File: config.mk
export PLATFORM = sky130hd
export DESIGN_NAME = cliffwalking_step_ctrl
export DESIGN_NICKNAME = d
export VERILOG_FILES = /design/src/rtl/cliffwalking_pkg.sv /design/src/rtl/cliffwalking_pe_track.sv /design/src/rtl/cliffwalking_step_ctrl.sv
export SDC_FILE = /design/constraint.sdc
export NUM_CORES = 1
export LEC_CHECK = 0
export BUFFER_PORTS_ARGS = -buffer_cell sky130_fd_sc_hd__buf_2
export CORE_UTILIZATION = 50
export CTS_CLUSTER_DIAMETER = 100
export DETAILED_ROUTE_END_ITERATION = 10
export PLACE_DENSITY = 0.81
export SLEW_MARGIN = 20
export SYNTH_ARGS = -nofsm -noshare
export SYNTH_HDL_FRONTEND = slang
export SYNTH_SLANG_ARGS = --single-unit
File: constraint.sdc
create_clock -name i_clk -period 4.6 [get_ports i_clk]
set_input_delay 0.92 -clock i_clk [delete_from_list [all_inputs] [get_ports i_clk]]
set_output_delay 0.92 -clock i_clk [all_outputs]
set_load 0.01 [all_outputs]
File: src/rtl/cliffwalking_pkg.sv
// Shared constants for the CliffWalking step sequencer: FSM encoding,
// grid geometry, start cell and default widths.
package cliffwalking_pkg;

    // Grid is 12 columns by 4 rows, cell index = row*12 + col.
    localparam int GRID_COLS = 12;
    localparam int GRID_ROWS = 4;

    // Start cell is the bottom-left corner of the grid.
    localparam int INIT_STA_DEF = (GRID_ROWS - 1) * GRID_COLS;

    // Default widths and limits.
    localparam int PE_NUM_DEF    = 1;
    localparam int STA_WL_DEF    = 32;
    localparam int ACT_WL_DEF    = 2;
    localparam int OBS_WL_DEF    = 32;
    localparam int RWD_WL_DEF    = 1;
    localparam int MAX_STEPS_DEF = 100;
    localparam int TIMEOUT_DEF   = 16;

    // Step-sequencer FSM encoding.
    typedef logic [1:0] fsm_state_t;
    localparam fsm_state_t ST_IDLE  = 2'd0;
    localparam fsm_state_t ST_ISSUE = 2'd1;
    localparam fsm_state_t ST_WAIT  = 2'd2;
    localparam fsm_state_t ST_RESP  = 2'd3;

endpackage

File: src/rtl/cliffwalking_pe_track.sv
// Per-environment tracker: holds one PE's state word and episode step
// counter, and decides between committing the Compute result and reloading
// the start cell on episode end or truncation.
module cliffwalking_pe_track
    import cliffwalking_pkg::*;
#(
    parameter int STA_WL    = STA_WL_DEF,
    parameter int INIT_STA  = INIT_STA_DEF,
    parameter int MAX_STEPS = MAX_STEPS_DEF,
    parameter int STEP_WL   = $clog2(MAX_STEPS + 1)
) (
    input  logic              i_clk,
    input  logic              i_rstn,
    input  logic              i_load_init,
    input  logic              i_commit,
    input  logic [STA_WL-1:0] i_cmp_sta,
    input  logic              i_cmp_done,
    output logic [STA_WL-1:0] o_sta,
    output logic              o_trunc
);

    localparam logic [STA_WL-1:0]  INIT_VAL = STA_WL'(INIT_STA);
    localparam logic [STEP_WL:0]   MAX_CNT  = (STEP_WL + 1)'(MAX_STEPS);

    logic [STA_WL-1:0]  sta_q, sta_d;
    logic [STEP_WL-1:0] step_cnt_q, step_cnt_d;
    logic [STEP_WL:0]   cnt_inc;

    // Truncation: this step would be the last allowed one and did not end the episode.
    always_comb begin
        cnt_inc = {1'b0, step_cnt_q} + (STEP_WL + 1)'(1);
        o_trunc = (cnt_inc == MAX_CNT) && !i_cmp_done;
    end

    // Next state: reload on reset command / episode end, else take Compute's state.
    always_comb begin
        // NOTE: defaults first so every path assigns sta_d/step_cnt_d; no latch is inferred.
        sta_d      = sta_q;
        step_cnt_d = step_cnt_q;
        if (i_load_init) begin
            sta_d      = INIT_VAL;
            step_cnt_d = '0;
        end else if (i_commit) begin
            if (i_cmp_done || o_trunc) begin
                sta_d      = INIT_VAL;
                step_cnt_d = '0;
            end else begin
                sta_d      = i_cmp_sta;
                step_cnt_d = cnt_inc[STEP_WL-1:0];
            end
        end
    end

    // State and step-counter registers.
    always_ff @(posedge i_clk or negedge i_rstn) begin
        // NOTE: non-blocking assignments so every flop samples pre-edge values.
        if (!i_rstn) begin
            sta_q      <= INIT_VAL;
            step_cnt_q <= '0;
        end else begin
            sta_q      <= sta_d;
            step_cnt_q <= step_cnt_d;
        end
    end

    assign o_sta = sta_q;

endmodule

File: src/rtl/cliffwalking_step_ctrl.sv
// Step sequencer between the host/agent and the CliffWalking Compute block:
// accepts action batches or environment-reset commands, fires one Compute
// step, applies episode-end/truncation rules and returns the results.
module cliffwalking_step_ctrl
    import cliffwalking_pkg::*;
#(
    parameter int PE_NUM    = PE_NUM_DEF,
    parameter int STA_WL    = STA_WL_DEF,
    parameter int ACT_WL    = ACT_WL_DEF,
    parameter int OBS_WL    = OBS_WL_DEF,
    parameter int RWD_WL    = RWD_WL_DEF,
    parameter int INIT_STA  = INIT_STA_DEF,
    parameter int MAX_STEPS = MAX_STEPS_DEF,
    parameter int TIMEOUT   = TIMEOUT_DEF
) (
    input  logic                     i_clk,
    input  logic                     i_rstn,
    input  logic                     i_act_valid,
    input  logic [PE_NUM*ACT_WL-1:0] i_act,
    input  logic                     i_reset_req,
    output logic                     o_act_ready,
    output logic                     o_res_valid,
    input  logic                     i_res_ready,
    output logic [PE_NUM*OBS_WL-1:0] o_obs,
    output logic [PE_NUM*RWD_WL-1:0] o_rwd,
    output logic [PE_NUM-1:0]        o_done,
    output logic [PE_NUM-1:0]        o_trunc,
    output logic                     o_cmp_ena,
    output logic [PE_NUM*STA_WL-1:0] o_cmp_sta,
    output logic [PE_NUM*ACT_WL-1:0] o_cmp_act,
    input  logic [PE_NUM*STA_WL-1:0] i_cmp_sta,
    input  logic [PE_NUM*OBS_WL-1:0] i_cmp_obs,
    input  logic [PE_NUM*RWD_WL-1:0] i_cmp_rwd,
    input  logic [PE_NUM-1:0]        i_cmp_done,
    input  logic                     i_cmp_valid,
    output logic                     o_err,
    output logic [31:0]              o_step_total
);

    localparam int STEP_WL = $clog2(MAX_STEPS + 1);
    localparam int TMO_WL  = $clog2(TIMEOUT + 1);
    localparam logic [TMO_WL-1:0] TMO_LAST = TMO_WL'(TIMEOUT - 1);

    fsm_state_t                state_q, state_d;
    logic [PE_NUM*ACT_WL-1:0]  act_q, act_d;
    logic [TMO_WL-1:0]         tmo_q, tmo_d;
    logic                      err_q, err_d;
    logic [31:0]               step_total_q, step_total_d;
    logic [PE_NUM*OBS_WL-1:0]  obs_q, obs_d;
    logic [PE_NUM*RWD_WL-1:0]  rwd_q, rwd_d;
    logic [PE_NUM-1:0]         done_q, done_d;
    logic [PE_NUM-1:0]         trunc_q, trunc_d;

    logic                      load_init;
    logic                      commit;
    logic [PE_NUM-1:0]         pe_trunc;

    // Per-PE environment state trackers.
    for (genvar p = 0; p < PE_NUM; p++) begin : g_pe
        cliffwalking_pe_track #(
            .STA_WL    (STA_WL),
            .INIT_STA  (INIT_STA),
            .MAX_STEPS (MAX_STEPS),
            .STEP_WL   (STEP_WL)
        ) u_pe_track (
            .i_clk       (i_clk),
            .i_rstn      (i_rstn),
            .i_load_init (load_init),
            .i_commit    (commit),
            .i_cmp_sta   (i_cmp_sta[p*STA_WL +: STA_WL]),
            .i_cmp_done  (i_cmp_done[p]),
            .o_sta       (o_cmp_sta[p*STA_WL +: STA_WL]),
            .o_trunc     (pe_trunc[p])
        );
    end

    // Sequencer FSM: command intake, Compute issue, result wait/timeout, result hold.
    always_comb begin
        state_d      = state_q;
        act_d        = act_q;
        tmo_d        = tmo_q;
        err_d        = err_q;
        step_total_d = step_total_q;
        obs_d        = obs_q;
        rwd_d        = rwd_q;
        done_d       = done_q;
        trunc_d      = trunc_q;
        load_init    = 1'b0;
        commit       = 1'b0;
        case (state_q)
            ST_IDLE: begin
                // A reset command wins over a simultaneous action, which stays pending.
                if (i_reset_req) begin
                    load_init = 1'b1;
                    obs_d     = {PE_NUM{OBS_WL'(INIT_STA)}};
                    rwd_d     = '0;
                    done_d    = '0;
                    trunc_d   = '0;
                    state_d   = ST_RESP;
                end else if (i_act_valid) begin
                    act_d   = i_act;
                    state_d = ST_ISSUE;
                end
            end
            ST_ISSUE: begin
                tmo_d   = '0;
                state_d = ST_WAIT;
            end
            ST_WAIT: begin
                if (i_cmp_valid) begin
                    commit       = 1'b1;
                    obs_d        = i_cmp_obs;
                    rwd_d        = i_cmp_rwd;
                    done_d       = i_cmp_done;
                    trunc_d      = pe_trunc;
                    step_total_d = step_total_q + 32'd1;
                    state_d      = ST_RESP;
                end else if (tmo_q == TMO_LAST) begin
                    // Compute never answered: flag it and drop the step without a result.
                    err_d   = 1'b1;
                    state_d = ST_IDLE;
                end else begin
                    tmo_d = tmo_q + TMO_WL'(1);
                end
            end
            ST_RESP: begin
                if (i_res_ready) begin
                    state_d = ST_IDLE;
                end
            end
            default: state_d = ST_IDLE;
        endcase
    end

    // Sequencer and result registers.
    always_ff @(posedge i_clk or negedge i_rstn) begin
        if (!i_rstn) begin
            state_q      <= ST_IDLE;
            act_q        <= '0;
            tmo_q        <= '0;
            err_q        <= 1'b0;
            step_total_q <= '0;
            obs_q        <= '0;
            rwd_q        <= '0;
            done_q       <= '0;
            trunc_q      <= '0;
        end else begin
            state_q      <= state_d;
            act_q        <= act_d;
            tmo_q        <= tmo_d;
            err_q        <= err_d;
            step_total_q <= step_total_d;
            obs_q        <= obs_d;
            rwd_q        <= rwd_d;
            done_q       <= done_d;
            trunc_q      <= trunc_d;
        end
    end

    assign o_act_ready  = (state_q == ST_IDLE);
    assign o_res_valid  = (state_q == ST_RESP);
    assign o_cmp_ena    = (state_q == ST_ISSUE);
    assign o_cmp_act    = act_q;
    assign o_err        = err_q;
    assign o_step_total = step_total_q;
    assign o_obs        = obs_q;
    assign o_rwd        = rwd_q;
    assign o_done       = done_q;
    assign o_trunc      = trunc_q;

endmodule

==> results.md <==
* Root Buffer: clkbuf_8
* Seq/Total Area, Yosys at 59.4%
* Fin. Hold Viols at 0
* Crit. End Element: flip-flop
* # nets final at 655
* Dpl hpwl at 7870 µm
* Max-slew violation count at 0
* Post-Syn Area per Cell at 12.6 µm²
* Clock sinks at 116
* Period utilization at 55.2%
* Post-route ant nets at 0
* Initial Utilization at 52.2%
* Commonest cells after routing, fill and taps aside: buf_2 (177), dfrtp_1 (114), a22o_1 (66), nand2_1 (22), xor2_1 (19)
* Clock slew at reported path FFs at 0.06 ns
* HP Class: flip-flop to flip-flop
* Global route overflow at 0
* Largest net degree at the start of global routing at 69
* Predominant post-synthesis flop cell: dfrtp_1
* Worst slew pin tran at 1.02 ns
* CP max FO at 34
* Min Tclk post-route at 2.54 ns
* Ant. Diodes at 0
* EDFF count, synth at 0
* Post-CTS Setup Repair Bufs at 0
* WHS at 0.463 ns
* Via total after detailed routing at 3811
* Max-cap violations at 0
* IO buf count at 178
* Cell Rows at 35
* Worst setup SP type: flip-flop
* Hold buffer count at CTS at 0
* Die H at 101 µm
* Finish-stage setup viols at 0
* IO Count at 179
* TritonCTS Buffers at 17
* Netlist Area Pre-Place at 0.00489 mm²
* Tot Pwr at 4000 µW
* Pleak at 0.00346 µW
* Power Density at 621 mW/mm²
* Routability cong. at 0.789
* Initial antenna violation count at 0
* Area growth syn-to-layout at 31.9%
* Async S/R FF share, synth at 100%
* Resized cells post-CTS at 0
* Total Negative Setup Slacks at 0 ns
* Vias in the first global route at 3631
* WL/cell at 16.0 µm
* TritonRoute pass-1 iters at 4
* 1st-iter DRT viols at 149
* Final instance area at 0.00645 mm²
* Count of yosys warnings during synthesis at 0
* Die area at 0.0102 mm²
* CTS tree: yes
* # H-tree levels at 4
* Clk buf depth at 2
* Number of distinct library cells after synthesis at 45
* Clock latency on the worst-skew pair at 0.50 ns
* Max frequency at 0.394 GHz
* VDD IR max at 0.397 mV
* Via/cell ratio at 5.34
* Synth Net Count at 471
* Slew HR at 31.8%
* DRC viols at 0
* Ratio of cells with drive above 1 in the final layout at 40.2%
* First-pass GRT wire length at 17900 µm
* Synth Register Bits at 116
* Critical path class: flip-flop to flip-flop
* Gr usage total at 23.2%
* Post-Syn Instances at 389
* Chip width at 101 µm
* Worst Path Required at 5.03 ns
* Core area at 0.00937 mm²
* Status: finished, final reports clean
* CP arrival at 2.97 ns
* RSZ-0062 raised after global routing: no
* Final Skew at 0.00641 ns
* DP Area at 0.00590 mm²
* Most common cell after layout, fill and taps aside: buf_2
* Detailed Route WL at 11400 µm
==> critical path, cell delays in order (launching register included) <==
cell and delay [ns]:
dfrtp_1 0.42, inv_1 0.12, ha_1 0.34, and2_1 0.36, o211a_1 0.89, a21o_1 0.21
a22o_1 0.13
==> metrics by stage <==
step | std cells | utilization [%] | setup WS, ns
CTS | 714 | 68.9 | 2.06
global route | 714 | 68.9 | 1.84
global placement | 683 | 62.9 | 2.01
floorplan | 389 | - | 2.47
finish | 714 | 68.9 | 2.06
detailed placement | 683 | 62.9 | 1.93
==> final cells by class <==
type | count | area [µm²]
clock inverter | 10 | 108
clock buffer | 21 | 449
sequential | 116 | 2910
tap | 129 | 161
multi-input combinational | 239 | 1840
timing repair buffer | 183 | 931
fill | 713 | 2920
inverter | 16 | 60.1
==> cell families (layout without fill, tap and decap cells) <==
kind of cell	Yosys count	after routing	share of synthesized area (%)
flip-flops	116	116	59.4
AO/OA/AOI/OAI	97	97	16.3
AND/OR/NAND/NOR	96	96	12.0
buffers and inverters	34	230	3.15
XOR/XNOR	33	33	5.91
adder cells (fa/ha/maj)	8	8	2.05
multiplexers	5	5	1.10
==> final timing paths <==
check	from	endpoint	slack (ns)	cells after the start
setup / recovery	state_q[0]$_DFFE_PN0P_	g_pe[0].u_pe_track.step_cnt_q[4]$_DFFE_PN0P_	2.06	6
hold reg to reg	o_step_total[31]$_DFFE_PN0P_	o_step_total[31]$_DFFE_PN0P_	0.46	1
max in group asynchronous	i_rstn	o_step_total[22]$_DFFE_PN0P_	3.16	2
hold / removal	o_step_total[31]$_DFFE_PN0P_	o_step_total[31]$_DFFE_PN0P_	0.46	1
setup reg to reg	state_q[0]$_DFFE_PN0P_	g_pe[0].u_pe_track.step_cnt_q[4]$_DFFE_PN0P_	2.06	6
min in group asynchronous	i_rstn	o_step_total[6]$_DFFE_PN0P_	0.50	1
==> state kept, by name, indices dropped and copies added (netlist names) <==
register	count
g_pe.u_pe_track.o_sta	32
o_obs	32
o_step_total	32
g_pe.u_pe_track.step_cnt_q	7
tmo_q	5
o_cmp_act	2
state_q	2
o_done	1
o_err	1
o_rwd	1
o_trunc	1
==> Yosys cell counts, types with 3 or more instances <==
cell / count / share of area, %
nor3_2: 10 / 2.0
nand2b_1: 4 / 0.51
and3_1: 3 / 0.38
xor2_1: 19 / 3.4
a21oi_1: 4 / 0.41
a22o_1: 66 / 12
mux2_2: 3 / 0.69
and4_1: 3 / 0.54
nand3_1: 14 / 1.4
xnor2_1: 14 / 2.5
clkbuf_1: 9 / 0.69
dfrtp_1: 114 / 58
nor2_1: 19 / 1.5
nand4_1: 5 / 0.64
o21ai_0: 4 / 0.41
o21ai_1: 5 / 0.51
o2bb2ai_1: 3 / 0.54
ha_1: 8 / 2.0
buf_2: 6 / 0.61
inv_1: 16 / 1.2
nand2_1: 22 / 1.7
nor3_1: 4 / 0.41
==> where the power goes <==
group          total, µW  internal (µW)  leakage (µW)  switching [µW]
Combinational       1230            540       0.00166             694
Clock               1230            790      0.000269             438
Sequential          1540           1330       0.00153             209
==> per-layer routing <==
layer	routed length (µm)	track usage, %	up-vias
met5	0	0	-
met1	5040	31.1	1876
met4	69	7.92	0
li1	-	-	1783
met3	782	6.73	4
met2	5550	36.5	148
Power figures use the tool's default switching activity.
